$ cat config.mk
export PLATFORM = sky130hd
export DESIGN_NAME = mux8_seq
export DESIGN_NICKNAME = d
export VERILOG_FILES = /design/src/rtl/mux8_seq_pkg.sv /design/src/rtl/mux8_seq_sel_counter.sv /design/src/rtl/mux8_seq.sv
export SDC_FILE = /design/constraint.sdc
export NUM_CORES = 1
export LEC_CHECK = 0
export CAP_MARGIN = 20
export CORE_MARGIN = 2
export CORE_UTILIZATION = 49
export DETAILED_ROUTE_END_ITERATION = 16
export PLACE_DENSITY = 0.76
export SYNTH_ARGS = -nofsm -noshare
export SYNTH_HDL_FRONTEND = slang
export SYNTH_SLANG_ARGS = --single-unit
$ cat constraint.sdc
create_clock -name clk -period 1.73 [get_ports clk]
set_input_delay 0.346 -clock clk [delete_from_list [all_inputs] [get_ports clk]]
set_output_delay 0.346 -clock clk [all_outputs]
set_load 0.1 [all_outputs]
$ cat src/rtl/mux8_seq_pkg.sv
`default_nettype none
// ============================================================================
//  Module      : mux8_seq_pkg
//  Description : Shared constants and FSM state encoding for the mux8_seq
//                scanner.
//                  N_IN  - number of mux data inputs scanned
//                  SEL_W - select width (log2 of N_IN)
//                  state_e - IDLE / SCAN / DONE encoding
//  Revision    : 1.0 - initial release
// ============================================================================
package mux8_seq_pkg;

   localparam int N_IN  = 8;
   localparam int SEL_W = 3;

   typedef enum logic [1:0] {
      IDLE = 2'b00,
      SCAN = 2'b01,
      DONE = 2'b10
   } state_e;

endpackage : mux8_seq_pkg
`default_nettype wire

$ cat src/rtl/mux8_seq_sel_counter.sv
`default_nettype none
// ============================================================================
//  Module      : sel_counter
//  Description : Free-wrapping select index counter for the mux8 scanner.
//  Ports       : clk      - clock, rising edge
//                clr_i    - synchronous clear to zero (wins over en_i)
//                en_i     - increment enable
//                count_o  - current index
//                tc_o     - terminal count, high when count_o is all ones
//  Revision    : 1.0 - initial release
// ============================================================================
module sel_counter #(
   parameter int W = 3
) (
   input  logic         clk,
   input  logic         clr_i,
   input  logic         en_i,
   output logic [W-1:0] count_o,
   output logic         tc_o
);

   logic [W-1:0] count_q;
   logic [W-1:0] count_d;

   always_comb begin
      count_d = count_q;
      if (clr_i) begin
         count_d = '0;
      end else if (en_i) begin
         // Natural overflow wraps the all-ones index back to zero.
         count_d = count_q + {{(W-1){1'b0}}, 1'b1};
      end
   end

   always_ff @(posedge clk) begin
      count_q <= count_d;
   end

   assign count_o = count_q;
   assign tc_o    = &count_q;

endmodule : sel_counter
`default_nettype wire

$ cat src/rtl/mux8_seq.sv
`default_nettype none
// ============================================================================
//  Module      : mux8_seq
//  Description : Sequential scanner for an external 8:1 mux. Steps the mux
//                select through all inputs, samples the mux output F at each
//                select and publishes the captured word atomically with a
//                one-cycle done pulse.
//  Ports       : clk       - clock, rising edge
//                rst       - synchronous active-high reset
//                start     - request one scan (honoured in IDLE only)
//                abort     - terminate an in-progress scan
//                F         - mux output for the current select
//                s0/s1/s2  - mux select, LSB..MSB
//                busy      - high while scanning
//                done      - one-cycle pulse when data_out updates
//                data_out  - captured word, bit i = F at select i
//                parity    - XOR of captured word (MUX8_SEQ_PARITY_EN only)
//  Options     : MUX8_SEQ_PARITY_EN - adds the parity output and register
//  Revision    : 1.0 - initial release
// ============================================================================
module mux8_seq #(
   parameter int N_IN  = mux8_seq_pkg::N_IN,
   parameter int SEL_W = mux8_seq_pkg::SEL_W
) (
   input  logic            clk,
   input  logic            rst,
   input  logic            start,
   input  logic            abort,
   input  logic            F,
   output logic            s0,
   output logic            s1,
   output logic            s2,
   output logic            busy,
   output logic            done,
   output logic [N_IN-1:0] data_out
`ifdef MUX8_SEQ_PARITY_EN
   ,
   output logic            parity
`endif
);

   import mux8_seq_pkg::*;

   state_e            state_q;
   state_e            state_d;
   logic [N_IN-1:0]   shadow_q;
   logic [N_IN-1:0]   shadow_d;
   logic [N_IN-1:0]   data_out_q;
   logic [SEL_W-1:0]  idx;
   logic              idx_tc;
   logic              capture;
   logic              publish;
   logic [SEL_W-1:0]  sel;

   // Index is held at zero outside SCAN so every scan starts at input 0;
   // an abort also clears it so a later scan starts clean.
   sel_counter #(
      .W (SEL_W)
   ) u_sel_counter (
      .clk     (clk),
      .clr_i   (rst || (state_q != SCAN) || abort),
      .en_i    (state_q == SCAN),
      .count_o (idx),
      .tc_o    (idx_tc)
   );

   // ---------------------------------------------------------------- FSM
   always_comb begin
      state_d = state_q;
      case (state_q)
         IDLE: if (start) state_d = SCAN;
         SCAN: begin
            if (abort)       state_d = IDLE;   // abort beats the final capture
            else if (idx_tc) state_d = DONE;
         end
         DONE:    state_d = IDLE;
         default: state_d = IDLE;
      endcase
   end

   // An aborted cycle captures nothing; the partial word is never published.
   assign capture = (state_q == SCAN) && !abort;
   assign publish = capture && idx_tc;

   // Shadow with the current F merged in, so the word published on the
   // last capture already contains bit N_IN-1.
   always_comb begin
      shadow_d = shadow_q;
      if (capture) begin
         shadow_d[idx] = F;
      end
   end

   always_ff @(posedge clk) begin
      if (rst) begin
         state_q    <= IDLE;
         shadow_q   <= '0;
         data_out_q <= '0;
      end else begin
         state_q  <= state_d;
         shadow_q <= shadow_d;
         if (publish) begin
            data_out_q <= shadow_d;
         end
      end
   end

`ifdef MUX8_SEQ_PARITY_EN
   logic parity_q;

   always_ff @(posedge clk) begin
      if (rst) begin
         parity_q <= 1'b0;
      end else if (publish) begin
         parity_q <= ^shadow_d;
      end
   end

   assign parity = parity_q;
`endif

   // ------------------------------------------------------------ outputs
   // data_out is loaded on the edge entering DONE, so it is valid in the
   // same cycle the done pulse is visible.
   assign sel      = (state_q == SCAN) ? idx : '0;
   assign s0       = sel[0];
   assign s1       = sel[1];
   assign s2       = sel[2];
   assign busy     = (state_q == SCAN);
   assign done     = (state_q == DONE);
   assign data_out = data_out_q;

endmodule : mux8_seq
`default_nettype wire

==> results.md <==
- Worst-skew pair later-pin latency: 0.29 ns
- CP max FO: 8
- TritonCTS clock tree: built
- Clk slew on worst S/H paths: 0.11 ns
- Initial Utilization: 52.8%
- Static Leak: 0.531 nW
- Placed cell areas: 1290 um^2
- Worst-Margin Slew: 0.372 ns
- Status: finished clean
- Final hold slack: 0.512 ns
- FP Rows: 15
- Crit path cell chain: nand2b_4 > clkinvlp_4 > and2_4 > buf_12
- Hold Buf Count CTS: 0
- Largest net degree at the start of global routing: 21
- Die area: 2240 um^2
- Grt ovf: 0
- RSZ-0062 raised after global routing: no
- Remaining DRCs: 0
- Avg Cell Area, Syn: 9.59 um^2
- Design Area, Final: 1350 um^2
- Final Skew: 0.00229 ns
- Critical path arrival: 1.30 ns
- Die Width: 47.4 um
- Layout area overhead: 46.5%
- Chip height: 47.4 um
- First-pass GRT wire length: 3.31 mm
- Power density over the cells: 590 nW/um^2
- Initial antenna violation count: 0
- Pins over their slew limit: 0
- Number of global-route vias before repair: 793
- Proportion of layout cells with a drive suffix above 1: 31.1%
- Setup WS pre-CTS: -0.0422 ns
- Placeable Area: 1750 um^2
- Met3 Use GR: 4.23%
- Mapped Area: 921 um^2
- Critical Path End Type: output port
- Final WL: 2.00 mm
- I/O Pins: 18
- Worst Setup Start Kind: register
- Total vias in the final route: 811
- Count of state elements after synthesis: 21
- Total of max-cap violations: 0
- Finished Layout Cells: 144
- Placed Cells: 138
- Num Clock Sinks: 21
- Synth Net Count: 103
- Met2 Resource Use GR: 36.8%
- Final Cycle Share: 94.9%
- Worst path required time: 1.38 ns
- Syn Inst Count: 96
- Worst path max stage delay: 0.40 ns
- Slowest stage cell, crit path: dfxtp_4
- H-tree depth: 1
- GR peak layer: met2
- Sequential-to-total area share from yosys stat: 45.7%
- Worst Hold Class: register to register
- Distinct cell type count of the synthesized netlist: 31
- CTS Buffer Depth: 2
- IO buf count: 17
- Final Util: 77.3%
- GP Congestion: 0.789
- Setup violators final: 0
- Fin crit period: 1.64 ns
- CTS Root Cell: clkbuf_4
- Vias per Instance: 5.63
- VDD IR max: 0.571 mV
- Routed len/inst: 13.9 um
- Met1 GRT Util: 24.9%
- PnR worst setup slack: 0.0878 ns
- Ant. Diodes: 0
- Worst Path Class, Setup: register to output port
- Drt pass-1 iters: 4
- Post-DP HPWL: 1.49 mm
- Max_slew headroom: 74.8%
- Antenna-violating nets left: 0
- Nets: 127
- Total GRT Usage: 21.5%
- Clock buffer count from CTS: 3
- 1st-iter DRT viols: 13
- FMAX: 609 MHz
- Final hold violations: 0
- Ys Warns: 0
==> placed cells by master (no fill, tap or decap), drive strengths merged, types with 3 or more instances in the layout <==
| cell | n |
|---|---|
| dfxtp | 21 |
| buf | 21 |
| o21ai | 8 |
| a21oi | 8 |
| o21bai | 8 |
| a31oi | 8 |
| nand2 | 6 |
| and2 | 5 |
| clkdlybuf4s50 | 4 |
| clkbuf | 4 |
| or3b | 3 |
==> path summary, 6_finish.rpt <==
kind,startpoint,cells after the start,end,slack (ns)
worst min-delay path,shadow_q[6],2,shadow_q[6],0.51
worst max register to register,u_sel_counter.count_o[1],6,data_out[1],0.15
worst min register to register,shadow_q[6],2,shadow_q[6],0.51
worst max-delay path,state_q[1],4,s0,0.09
==> timing repair <==
| action | 4_1_cts | 5_1_grt |
|---|---|---|
| cloned | 0 | 0 |
| resized for setup | 1 | 4 |
| setup endpoints to repair | 3 | 12 |
| setup buffers | 0 | 2 |
==> sequential cells by signal, summed over array words and instances, names as in the netlist <==
| name | flops |
|---|---|
| data_out | 8 |
| shadow_q | 8 |
| u_sel_counter.count_o | 3 |
| state_q | 2 |
==> final cells by class <==
class / instances / area (um^2)
Clock buffer: 4 / 26.3
Fill cell: 118 / 397
Inverter: 1 / 7.51
Multi-Input combinational cell: 68 / 483
Sequential cell: 21 / 428
Tap cell: 25 / 31.3
Timing Repair Buffer: 25 / 373
==> cell usage after synthesis (all sizes together) <==
master   n  area [um^2]
nor2b    1         6.26
nor2     2         7.51
and3b    1         8.76
o21bai   8         63.8
nor4bb   2         20.0
nand2b   1         6.26
and4b    1         10.0
and2     5         31.3
a31oi    8         56.3
nor3     2         10.0
nand3b   2         15.0
buf      3         32.5
nor4     1         6.26
dfxtp   21          420
nor3b    1         12.5
and2b    1         7.51
ha       2         25.0
mux2i    1         10.0
o21ai    8         40.0
nand4    2         12.5
inv      1         3.75
or3b     3         26.3
or3      1         6.26
nor4b    1         8.76
nand2    6         22.5
a21oi    8         40.0
clkbuf   3         11.3
==> metal layers <==
layer,vias to the layer above,share of wire [%]
met2,22,52
met5,-,0
met1,381,42
met4,0,2.0
met3,4,4.4
li1,404,-
==> power breakdown <==
group / leakage (nW) / internal, W / switching [W]
registers: 0.172 / 0.000485 / 0.00000493
clock network: 0.0150 / 0.0000896 / 0.000136
logic: 0.344 / 0.0000384 / 0.0000418
==> worst max-delay path: cells and delay by family (launching register included) <==
kind	cells	cell delay, ns
DFF	1	0.40
and+or+nand+nor	2	0.31
buffers and inverters	2	0.28
==> through the flow <==
step	TNS (ns)	total power, W
finish	0	0.000796
global route	0	0.000837
detailed placement	-0.137	0.000581
global placement	0	0.000580
CTS	0	0.000800
floorplan	-0.0921	0.000544
==> logic make-up (layout without fill, tap and decap cells) <==
logic type / count (synthesis) / after routing / synth area share [%]
adders and majority gates: 2 / 2 / 2.72
AOI/OAI and AO/OA: 32 / 32 / 21.7
DFF: 21 / 21 / 45.7
muxes: 1 / 1 / 1.09
and+or+nand+nor: 33 / 33 / 23.6
buffers and inverters: 7 / 30 / 5.16
Note: power is estimated with default switching activity, not from simulation.
